===== config.mk =====
export PLATFORM = sky130hd
export DESIGN_NAME = fft_stage_reorder_buf
export DESIGN_NICKNAME = d
export VERILOG_FILES = /design/src/rtl/fft_stage_reorder_buf.sv
export SDC_FILE = /design/constraint.sdc
export NUM_CORES = 1
export LEC_CHECK = 0
export ABC_AREA = 1
export BUFFER_PORTS_ARGS = -buffer_cell sky130_fd_sc_hd__buf_2
export CORE_ASPECT_RATIO = 1.5
export CORE_MARGIN = 2
export CORE_UTILIZATION = 63
export CTS_BUF_LIST = sky130_fd_sc_hd__clkbuf_8
export CTS_CLUSTER_DIAMETER = 30
export CTS_CLUSTER_SIZE = 12
export DETAILED_ROUTE_END_ITERATION = 8
export PLACE_DENSITY_LB_ADDON = 0.08
export SYNTH_ARGS = -nofsm -noshare
export SYNTH_HDL_FRONTEND = slang
export SYNTH_SLANG_ARGS = --single-unit
export TNS_END_PERCENT = 50

===== constraint.sdc =====
create_clock -name clk -period 3.86 [get_ports clk]
set_input_delay 0.772 -clock clk [delete_from_list [all_inputs] [get_ports clk]]
set_output_delay 0.772 -clock clk [all_outputs]
set_load 0.03 [all_outputs]

===== src/rtl/fft_stage_reorder_buf.sv =====
// fft_stage_reorder_buf: single-frame buffer re-emitting natural-order samples in butterfly-pair order for a chosen FFT stage.
// Optional bit-reversed drain order with FFT_REORDER_BITREV_EN (adds bitrev_mode input).
module fft_stage_reorder_buf #(
    parameter int SAMPLES = 8,
    parameter int WIDTH = 16,
    localparam int LOG2N = $clog2(SAMPLES),
    localparam int IW = LOG2N
) (
    input  logic             clk,
    input  logic             reset_n,
    input  logic [IW-1:0]    stage_num,
`ifdef FFT_REORDER_BITREV_EN
    input  logic             bitrev_mode,
`endif
    input  logic             in_valid,
    output logic             in_ready,
    input  logic [WIDTH-1:0] in_data,
    output logic             out_valid,
    input  logic             out_ready,
    output logic [WIDTH-1:0] out_data,
    output logic [IW-1:0]    out_index,
    output logic             out_last,
    output logic             busy,
    output logic             stage_err
);
    if (SAMPLES < 2 || (SAMPLES & (SAMPLES - 1)) != 0) begin : g_bad_samples
        $error("SAMPLES must be a power of two >= 2");
    end

    typedef enum logic [1:0] {IDLE, LOAD, DRAIN} state_t;
    localparam logic [IW-1:0] MAX_S = IW'(LOG2N - 1);
    localparam logic [IW-1:0] LAST = IW'(SAMPLES - 1);

    function automatic logic [IW-1:0] pair_idx(input logic [IW-1:0] p, input logic [IW-1:0] s);
        logic [IW-1:0] pair, half, j, i;
        pair = p >> 1;
        half = IW'(1) << s;
        j = pair & (half - IW'(1));
        i = pair >> s;
        return (i << (s + 1)) | j | (p[0] ? half : '0);
    endfunction

    state_t state, state_next;
    logic [WIDTH-1:0] mem [SAMPLES];
    logic [IW-1:0] wr_ptr, rd_ptr, rd_sel, idx_sel, stage_q, stage_c;
    logic first, accept, load_done, hs, too_big;

    assign in_ready = (state == IDLE) || (state == LOAD);
    assign busy = (state == LOAD) || (state == DRAIN);
    assign first = (state == IDLE) && in_valid;
    assign accept = in_valid && in_ready;
    assign load_done = (state == LOAD) && in_valid && (wr_ptr == LAST);
    assign hs = out_valid && out_ready;
    assign too_big = stage_num > MAX_S;
    assign stage_c = too_big ? MAX_S : stage_num;
    // The first drain position is always index 0, which was written long before the frame's last write.
    assign rd_sel = load_done ? '0 : rd_ptr + IW'(1);

`ifdef FFT_REORDER_BITREV_EN
    logic bitrev_q;
    function automatic logic [IW-1:0] bit_rev(input logic [IW-1:0] p);
        logic [IW-1:0] r;
        for (int b = 0; b < IW; b++) r[b] = p[IW-1-b];
        return r;
    endfunction
    assign idx_sel = bitrev_q ? bit_rev(rd_sel) : pair_idx(rd_sel, stage_q);
`else
    assign idx_sel = pair_idx(rd_sel, stage_q);
`endif

    always_ff @(posedge clk or negedge reset_n) begin
        if (!reset_n) state <= IDLE;
        else state <= state_next;
    end

    always_comb begin
        state_next = state;
        state_next = first ? LOAD : load_done ? DRAIN : (hs && out_last) ? IDLE : state;
    end

    always_ff @(posedge clk) begin
        if (accept) mem[wr_ptr] <= in_data;
    end

    always_ff @(posedge clk or negedge reset_n) begin
        if (!reset_n) begin
            wr_ptr <= '0;
            rd_ptr <= '0;
            stage_q <= '0;
            stage_err <= 1'b0;
            out_valid <= 1'b0;
            out_data <= '0;
            out_index <= '0;
            out_last <= 1'b0;
`ifdef FFT_REORDER_BITREV_EN
            bitrev_q <= 1'b0;
`endif
        end else begin
            if (first) stage_q <= stage_c;
`ifdef FFT_REORDER_BITREV_EN
            if (first) bitrev_q <= bitrev_mode;
            stage_err <= first && too_big && !bitrev_mode;
`else
            stage_err <= first && too_big;
`endif
            if (accept) wr_ptr <= wr_ptr + IW'(1);
            if (load_done || (hs && !out_last)) begin
                rd_ptr <= rd_sel;
                out_valid <= 1'b1;
                out_data <= mem[idx_sel];
                out_index <= idx_sel;
                out_last <= rd_sel == LAST;
            end else if (hs) begin
                rd_ptr <= '0;
                out_valid <= 1'b0;
                out_last <= 1'b0;
            end
        end
    end
endmodule


==> flow_summary.yaml <==
synthesis:
  synth.distinct_cells: 30
  syn_nets: 686
  yosys-top-cells-area: "edfxtp_1 55%, nand3_1 12%, dfrtp_1 12%"
  ys.flop_type: "edfxtp_1"
  synth_common_cells: "167 x nand3_1, 137 x nand2_1, 128 x edfxtp_1, 85 x inv_1, 33 x dfrtp_1"
  syn-cell-area_um2: 7050
  synth_area_leader_cell: "edfxtp_1"
  ys_ff_latch: 161
  avgSynthCellArea_um2: 10.8
  ys_async_sr_fraction: 0.205
  ys_seq_area_frac: 0.663
  yosysWarnings: 0
  synth_top_area_share: 0.546
  synth_most_common_cell: "nand3_1"
  netlist_instances: 654
  synth_edf_count: 128
sta:
  slew_headroom: 0.329
  fin_crit_ps: 3080
  setup_viol: 0
  setup_tns_ps: 0
  rsz0062_at_grt: "no"
  finalCritPeriodShare: 0.799
  worst_pin_slew_ps: 1000
  fmaxAchievable_ghz: 0.324
  fin_skew_ps: 11.1
  slew_viol_final: 0
  hold_violations: 0
cells_and_area:
  drive_above_1_share: 0.167
  design_area_um2: 7780
  areaGrowthSynthToFinish_pct: 10.4
  fin_nets: 733
  fillers: 797
critical_path:
  crit_type: "reg -> reg"
  critPathCaptureType: "register"
  crit_fanout: 31
  cp.required_ps: 4190
  arrival_ps: 3410
  cp-start-kind: "register"
placed_design:
  dp_hpwl_um: 8700
  place_congestion: 0.854
  port_buffers: 46
  placed_area_um2: 7400
power_and_ir_drop:
  leakagePower_nw: 3.37
  switching_power_mw: 0.651
  p_int_mw: 2.39
  clkPwrFrac: 0.375
  sequentialPowerShare: 0.614
  power_density_nw_per_um2: 392
  peakVddDrop_mv: 0.315
  swShare: 0.214
  power_frac_comb: 0.011
outcome:
  outcome: "complete, no violations"
grt:
  overflow: 0
  grt_max_degree: 65
  grt_first_pass_wirelength_um: 24000
  grt_pass1_vias: 4793
  antenna_found_initial: 1
  track_usage: 0.262
clock_tree:
  clk_latency_ps: 450
  clkTransAtPathRegs_ps: 90
  cts_num_sinks: 161
  cts_buffer_depth: 2
  ctsResizeCount: 0
  cts-root-buf: "clkbuf_8"
  cts_tree: "yes"
  post_cts_buffers: 0
  cts_made_buffers: 17
  hold_buffers: 0
  cts.htree.levels: 4
min_path:
  hp-class: "in -> async"
route:
  drtPass1Iterations: 5
  routedWlPerCell_um: 17.3
  via_count: 4913
  antenna_left: 0
  viasPerCell: 5.70
  detail_route.wirelength_um: 14900
  drc: 0
  drt_iter0_markers: 362
floorplanning:
  die_w_um: 90.3
  core-area_um2: 11000
  die_h_um: 134
  rows: 47
  pin_count: 47
  initial_core_util: 0.641
  die_area_um2: 12100
flow_run:
  drv_cap: 0
-- metrics by stage --
step	power [mW]	hold WS, ps	worst slack, ps	util	cells
finish	3.05	424	778	0.707	862
global placement	1.94	468	910	0.673	829
CTS	3.06	431	807	0.707	861
detailed placement	1.94	479	829	0.673	829
floorplan	1.91	476	711	-	654
global route	3.14	464	495	0.707	862
-- state kept, by name, summed over array words and instances, names as in the netlist --
| signal | cells |
|---|---|
| mem | 128 |
| out_data | 16 |
| out_index | 3 |
| rd_ptr | 3 |
| stage_q | 3 |
| wr_ptr | 3 |
| state | 2 |
| out_last | 1 |
| out_valid | 1 |
| stage_err | 1 |
-- critical path, cell delays in order, from the launching register on --
cell and delay [ps]:
dfrtp_1 480, ha_1 240, ha_1 180, nand3_2 200
nand3_1 100, nand2_1 110, clkinv_1 680, buf_4 530
nand3_1 130, nand3_1 80, nand3_1 110, nand3_1 100
-- path summary, 6_finish.rpt --
path | startpoint | endpoint | slack, ps | cells after the start
worst min-delay path | reset_n | state[1]$_DFFE_PN0P_ | 420 | 1
worst min register to register | out_index[1]$_DFFE_PN0N_ | out_index[1]$_DFFE_PN0N_ | 490 | 2
worst max-delay path | wr_ptr[0]$_DFFE_PN0P_ | out_data[13]$_DFFE_PN0N_ | 780 | 11
worst max register to register | wr_ptr[0]$_DFFE_PN0P_ | out_data[13]$_DFFE_PN0N_ | 780 | 11
min in group clk | out_index[1]$_DFFE_PN0N_ | out_index[1]$_DFFE_PN0N_ | 490 | 2
max in group asynchronous | reset_n | out_last$_DFFE_PN0P_ | 2880 | 1
-- logic make-up after synthesis --
group | count (synthesis) | synth area share
simple gates | 344 | 0.224
flops | 161 | 0.663
buf+inv | 122 | 0.0812
compound gates | 17 | 0.0144
fa+ha+maj | 9 | 0.0160
xor+xnor | 1 | 0.00124
-- final cells by class --
class                      instances  area (µm²)  share of cell area
tap                              147         184              0.0237
antenna                            1        2.50            0.000322
sequential                       161        4670               0.600
inverter                          89         334              0.0430
clock buffer                      17         234              0.0301
timing repair buffer              61         343              0.0441
clock inverter                    15         139              0.0179
multi-input combinational        371        1870               0.241
-- placed cells by master (no fill, tap or decap), drive strengths merged, types with 2 or more instances in the layout --
| cell type | netlist | final |
|---|---|---|
| a21oi | 3 | 3 |
| nand2 | 141 | 141 |
| o22ai | 2 | 2 |
| nand4 | 2 | 2 |
| o21ai | 8 | 8 |
| nand3 | 169 | 169 |
| inv | 89 | 92 |
| nor2 | 21 | 21 |
| ha | 9 | 9 |
| clkinvlp | 0 | 4 |
| dfrtp | 33 | 33 |
| nor4 | 8 | 8 |
| clkinv | 0 | 7 |
| buf | 28 | 61 |
| edfxtp | 128 | 128 |
| clkbuf | 5 | 17 |
-- routing by layer --
layer,vias to the layer above,GRT usage,share of wire
met1,2363,0.327,0.39
met3,33,0.0549,0.063
met4,0,0.0974,0.029
met2,216,0.454,0.52
met5,-,0,0
li1,2301,-,-
-- power groups by stage --
stage          sequential (mW)  combinational [mW]  clock (mW)
6_report                  1.87              0.0335        1.14
5_1_grt                   1.87              0.0379        1.23
4_1_cts                   1.87              0.0338        1.16
3_5_place_dp              1.91              0.0337           0
3_3_place_gp              1.91              0.0320           0
2_1_floorplan             1.91            0.000540           0
No activity file was read; power rests on OpenSTA's default activity.
